===== config.mk =====
export PLATFORM = sky130hd
export DESIGN_NAME = pwm_sequencer
export DESIGN_NICKNAME = d
export VERILOG_FILES = /design/src/rtl/pwm_pkg.sv /design/src/rtl/pwm_ramp_step.sv /design/src/rtl/pwm_sequencer.sv
export SDC_FILE = /design/constraint.sdc
export NUM_CORES = 1
export LEC_CHECK = 0
export BUFFER_PORTS_ARGS = -buffer_cell sky130_fd_sc_hd__buf_2
export CORE_MARGIN = 2
export CORE_UTILIZATION = 45
export CTS_CLUSTER_DIAMETER = 120
export CTS_CLUSTER_SIZE = 24
export DETAILED_ROUTE_END_ITERATION = 12
export SETUP_SLACK_MARGIN = 0.5
export SLEW_MARGIN = 40
export SYNTH_ARGS = -nofsm -noshare
export SYNTH_HDL_FRONTEND = slang
export SYNTH_SLANG_ARGS = --single-unit

===== constraint.sdc =====
create_clock -name clk -period 11.1 [get_ports clk]
set_input_delay 2.22 -clock clk [delete_from_list [all_inputs] [get_ports clk]]
set_output_delay 2.22 -clock clk [all_outputs]
set_load 0.02 [all_outputs]

===== src/rtl/pwm_pkg.sv =====
// Shared definitions for the PWM sequencer: register map, CTRL bit positions
// and the sequencer FSM state encoding.
package pwm_pkg;

  localparam logic [3:0] ADDR_CTRL        = 4'd0;
  localparam logic [3:0] ADDR_PRESCALE    = 4'd1;
  localparam logic [3:0] ADDR_RAMP_STEP   = 4'd2;
  localparam logic [3:0] ADDR_CH_MASK     = 4'd3;
  localparam logic [3:0] ADDR_TARGET_BASE = 4'd8;

  localparam int unsigned CTRL_RUN_BIT     = 0;
  localparam int unsigned CTRL_RAMP_EN_BIT = 1;

  typedef enum logic [1:0] {
    ST_STOPPED = 2'd0,
    ST_RUNNING = 2'd1,
    ST_DRAIN   = 2'd2
  } state_e;

endpackage


===== src/rtl/pwm_ramp_step.sv =====
// Next committed duty for one channel: jump straight to target when ramping is
// off (or step is zero), otherwise move one step toward target without
// overshooting. Differences are formed in 9 bits so no wrap can occur.
module pwm_ramp_step (
  input  logic [7:0] duty_i,
  input  logic [7:0] target_i,
  input  logic [7:0] step_i,
  input  logic       ramp_en_i,
  output logic [7:0] next_duty_o
);

  logic [8:0] diff;

  // Select target, duty+step or duty-step depending on distance to target.
  always_comb begin
    next_duty_o = target_i;
    diff        = '0;
    if (ramp_en_i && (step_i != '0)) begin
      if (target_i >= duty_i) begin
        diff = {1'b0, target_i} - {1'b0, duty_i};
        if (diff > {1'b0, step_i}) begin
          next_duty_o = duty_i + step_i;
        end
      end else begin
        diff = {1'b0, duty_i} - {1'b0, target_i};
        if (diff > {1'b0, step_i}) begin
          next_duty_o = duty_i - step_i;
        end
      end
    end
  end

endmodule


===== src/rtl/pwm_sequencer.sv =====
// Controller for a bank of pwm_generator channels: shared prescaler and 8-bit
// period counter, host-written shadow registers, and a STOPPED/RUNNING/DRAIN
// FSM that commits enables and duties only at period wrap (or run entry).
module pwm_sequencer
  import pwm_pkg::*;
#(
  parameter int unsigned NUM_CH = 4
) (
  input  logic                  clk,
  input  logic                  reset_n,
  input  logic                  cfg_valid,
  output logic                  cfg_ready,
  input  logic [3:0]            cfg_addr,
  input  logic [7:0]            cfg_wdata,
  output logic [7:0]            counter,
  output logic                  period_wrap,
  output logic [NUM_CH-1:0]     ch_enable,
  output logic [8*NUM_CH-1:0]   ch_duty,
  output logic                  busy
);

  // Shadow registers
  logic [1:0]        ctrl_q;
  logic [7:0]        prescale_q;
  logic [7:0]        step_q;
  logic [NUM_CH-1:0] mask_q;
  logic [7:0]        target_q [NUM_CH];

  // Sequencer state and registered outputs
  state_e            state_q, state_d;
  logic [7:0]        presc_q, presc_d;
  logic [7:0]        counter_q, counter_d;
  logic              wrap_q, wrap_d;
  logic [NUM_CH-1:0] enable_q, enable_d;
  logic [7:0]        duty_q [NUM_CH];
  logic [7:0]        duty_d [NUM_CH];
  logic [7:0]        ramp_duty [NUM_CH];

  logic run, ramp_en, tick, entry, wrap_commit, wr_en;

  assign run     = ctrl_q[CTRL_RUN_BIT];
  assign ramp_en = ctrl_q[CTRL_RAMP_EN_BIT];
  // A count above a freshly lowered PRESCALE must still tick immediately.
  assign tick    = (presc_q >= prescale_q);
  // Commit happens in the cycle the wrap pulse is visible, or on run entry.
  assign entry       = (state_q == ST_STOPPED) && run;
  assign wrap_commit = wrap_q;
  assign cfg_ready   = !(entry || wrap_commit);
  assign wr_en       = cfg_valid && cfg_ready;

  for (genvar g = 0; g < NUM_CH; g++) begin : g_ramp
    pwm_ramp_step u_ramp (
      .duty_i      (duty_q[g]),
      .target_i    (target_q[g]),
      .step_i      (step_q),
      .ramp_en_i   (ramp_en),
      .next_duty_o (ramp_duty[g])
    );
  end

  // Host writes into the shadow register set; unmapped addresses are dropped.
  always_ff @(posedge clk or negedge reset_n) begin
    if (!reset_n) begin
      ctrl_q     <= '0;
      prescale_q <= '0;
      step_q     <= '0;
      mask_q     <= '0;
      for (int unsigned i = 0; i < NUM_CH; i++) target_q[i] <= '0;
    end else if (wr_en) begin
      case (cfg_addr)
        ADDR_CTRL:      ctrl_q     <= cfg_wdata[1:0];
        ADDR_PRESCALE:  prescale_q <= cfg_wdata;
        ADDR_RAMP_STEP: step_q     <= cfg_wdata;
        ADDR_CH_MASK:   mask_q     <= cfg_wdata[NUM_CH-1:0];
        default: begin
          for (int unsigned i = 0; i < NUM_CH; i++) begin
            if (cfg_addr == (ADDR_TARGET_BASE + 4'(i))) target_q[i] <= cfg_wdata;
          end
        end
      endcase
    end
  end

  // Next-state logic for FSM, timebase and committed channel settings.
  always_comb begin
    state_d   = state_q;
    presc_d   = presc_q;
    counter_d = counter_q;
    wrap_d    = 1'b0;
    enable_d  = enable_q;
    duty_d    = duty_q;
    unique case (state_q)
      ST_STOPPED: begin
        presc_d   = '0;
        counter_d = '0;
        enable_d  = '0;
        if (run) begin
          state_d  = ST_RUNNING;
          enable_d = mask_q;
          duty_d   = target_q;
        end
      end
      ST_RUNNING, ST_DRAIN: begin
        if (tick) begin
          presc_d   = '0;
          counter_d = counter_q + 8'd1;
          wrap_d    = (counter_q == 8'hFF);
        end else begin
          presc_d   = presc_q + 8'd1;
        end
        // RUN re-asserted in DRAIN revives the channel set instead of stopping.
        if (state_q == ST_RUNNING) begin
          if (!run) state_d = ST_DRAIN;
        end else if (run) begin
          state_d = ST_RUNNING;
        end
        if (wrap_commit) begin
          if ((state_q == ST_RUNNING) || run) begin
            enable_d = mask_q;
            duty_d   = ramp_duty;
          end else begin
            state_d   = ST_STOPPED;
            enable_d  = '0;
            presc_d   = '0;
            counter_d = '0;
            wrap_d    = 1'b0;
          end
        end
      end
      default: state_d = ST_STOPPED;
    endcase
  end

  // Sequencer state and registered channel outputs.
  always_ff @(posedge clk or negedge reset_n) begin
    if (!reset_n) begin
      state_q   <= ST_STOPPED;
      presc_q   <= '0;
      counter_q <= '0;
      wrap_q    <= 1'b0;
      enable_q  <= '0;
      for (int unsigned i = 0; i < NUM_CH; i++) duty_q[i] <= '0;
    end else begin
      state_q   <= state_d;
      presc_q   <= presc_d;
      counter_q <= counter_d;
      wrap_q    <= wrap_d;
      enable_q  <= enable_d;
      duty_q    <= duty_d;
    end
  end

  // Flatten duties onto the output bus and derive busy.
  always_comb begin
    ch_duty = '0;
    busy    = (state_q != ST_STOPPED);
    for (int unsigned i = 0; i < NUM_CH; i++) begin
      ch_duty[8*i +: 8] = duty_q[i];
      if (duty_q[i] != target_q[i]) busy = 1'b1;
    end
  end

  assign counter     = counter_q;
  assign period_wrap = wrap_q;
  assign ch_enable   = enable_q;

endmodule


==> flow_metrics.env <==
export IMPL_outcome="finished, final reports clean"
export IMPL_mostFrequentLayoutCells="ha_1, inv_1, dfrtp_1"
export IMPL_cts_resized=0
export IMPL_clockRootBuffer="clkbuf_16"
export IMPL_area_growth_pct=7.74
export IMPL_wl_met3_mm=1.50
export IMPL_crit_arrival_ns=2.37
export IMPL_cts_buffers=9
export IMPL_floorplan_initialDensity_pct=45.5
export IMPL_port_buffers=61
export IMPL_grt_pass1_wl_mm=55.6
export IMPL_final_setup_viol_count=0
export IMPL_antenna_cells=0
export IMPL_utilization_pct=49.0
export IMPL_min_path_type="register to register"
export IMPL_final_common_cell="ha_1"
export IMPL_clock_sinks=109
export IMPL_fin_setup_tns_ns=0
export IMPL_max_slew_margin_pct=40.3
export IMPL_ys_ff_latch=109
export IMPL_ant_nets=0
export IMPL_synth_distinct_cells=77
export IMPL_clock_path_buffers=2
export IMPL_async_reset_ff_share_pct=100
export IMPL_wl_mm=35.0
export IMPL_vias=10313
export IMPL_post_route_period_util_pct=41.4
export IMPL_fp_dieW_um=166
export IMPL_reg2reg_setup_slack_ns=6.70
export IMPL_hold_violations=0
export IMPL_yosys_warnings=0
export IMPL_max_freq_mhz=218
export IMPL_met2_length_mm=16.5
export IMPL_drcViolationCount=0
export IMPL_cts_hold_fix_buffers=0
export IMPL_required_ns=8.88
export IMPL_dieArea_mm2=0.0274
export IMPL_grt_max_degree=58
export IMPL_end_kind="output port"
export IMPL_dr_pass1_iters=4
export IMPL_syn_cell_area_mm2=0.0118
export IMPL_synth_cells=1374
export IMPL_wire_per_inst_um=20.0
export IMPL_synth_edf_count=0
export IMPL_grt_overflow=0
export IMPL_rows=59
export IMPL_synth_ff_type="dfrtp_1"
export IMPL_core_area_mm2=0.0258
export IMPL_syn_nets=1598
export IMPL_drive_above_1_share_pct=11.0
export IMPL_cts_tree="done"
export IMPL_htree_num_levels=3
export IMPL_cp_start_kind="register"
export IMPL_grt_usage_pct=25.3
export IMPL_hpwlAfterDp_mm=26.5
export IMPL_antenna_found_initial=0
export IMPL_via_per_inst=5.89
export IMPL_globalplace_congestion=0.905
export IMPL_io_pins=62
export IMPL_cts_setup_buffers=0
export IMPL_fin_skew_ns=0.0114
export IMPL_worstMarginPinSlew_ns=0.894
export IMPL_clkLatencyLatePin_ns=0.36
export IMPL_seq_area_frac_synth_pct=23.2
export IMPL_slew_violations=0
export IMPL_path_max_fanout=9
export IMPL_cap_violations=0
export IMPL_synth_avg_cell_area_um2=8.55
export IMPL_criticalPathCategory="register to output port"
export IMPL_met1_length_mm=15.7
export IMPL_fin_crit_ns=4.59
export IMPL_highest_layer="met4"
export IMPL_fp_dieH_um=166
export IMPL_drt_initial_drc_count=632
export IMPL_nets=1634
export IMPL_rsz0062_at_grt="false"
export IMPL_clk_pin_slew_worst_paths_ns=0.08
export IMPL_grt_pass1_vias=10249
## flip-flops by register name, summed over array words and instances (netlist names)
register	cells
ctrl_q	2
counter	8
step_q	8
presc_q	8
mask_q	4
prescale_q	8
period_wrap	1
ch_duty	32
target_q	32
ch_enable	4
state_q	2
## cells by family after synthesis
group / after synthesis / synth area share (%)
AOI/OAI and AO/OA: 402 / 22.8
and+or+nand+nor: 355 / 14.8
adders and majority gates: 209 / 23.3
buffers and inverters: 175 / 5.65
DFF: 109 / 23.2
xor gates and xnor gates: 77 / 5.74
muxes: 47 / 4.47
## worst max-delay path: stages, from the launching register on
cell and delay, ns:
dfrtp_1 0.47, inv_1 0.07, ha_1 0.47, nand4_1 0.24, nor3_1 0.40, nand4_1 0.18, buf_2 0.19
## metrics by stage
stage	hold WS (ns)	cells	cell area (um^2)	worst slack (ns)
final	0.499	1750	12700	6.51
after global routing	0.513	1750	12700	6.31
after CTS	0.501	1750	12700	6.50
after detailed placement	0.481	1734	12400	6.67
after global placement	0.472	1734	12400	6.77
after floorplan	0.462	1374	11800	7.06
## layout make-up
cell class,count,area [um^2]
clock inverter,7,48.8
sequential,109,2730
multi-input combinational,1090,8380
fill,2543,13200
inverter,131,492
timing repair buffer,69,372
tap,335,419
clock buffer,9,225
## cells in the mapped netlist, drive strengths merged, types with 13 or more instances
master,count,area [um^2]
nand2b,25,156
nor2,96,363
o21a,17,135
o21ai,107,536
xnor2,50,438
nand4,25,156
nand3,24,120
xor2,27,236
a21o,26,195
dfrtp,109,2730
clkbuf,43,161
mux2,41,465
and3,13,81.3
nor3,30,150
o22ai,16,100
fa,16,320
nand2,81,304
a21oi,90,450
o21bai,18,135
nor2b,21,131
inv,131,492
ha,193,2410
## layer usage
layer	track usage, %	up-vias
li1	-	5011
met1	32.8	4969
met2	42.9	258
met3	3.25	75
met4	10.2	0
met5	0	-
## path summary, 6_finish.rpt
check                                              from  depth (start not counted)                        to
worst max-delay path            ch_duty[13]$_DFFE_PN0P_                          6                      busy
worst min-delay path              mask_q[2]$_DFFE_PN0P_                          1  ch_enable[2]$_DFFE_PN0P_
worst max register to register   ch_duty[1]$_DFFE_PN0P_                         19    ch_duty[0]$_DFFE_PN0P_
worst min register to register    mask_q[2]$_DFFE_PN0P_                          1  ch_enable[2]$_DFFE_PN0P_
max in group asynchronous                       reset_n                          2     step_q[0]$_DFFE_PN0P_
min in group asynchronous                       reset_n                          1    ch_duty[7]$_DFFE_PN0P_
Power is left out: the tool's default activity adds up to more than one toggle a clock period on the data nets, which glitch-free logic cannot reach.
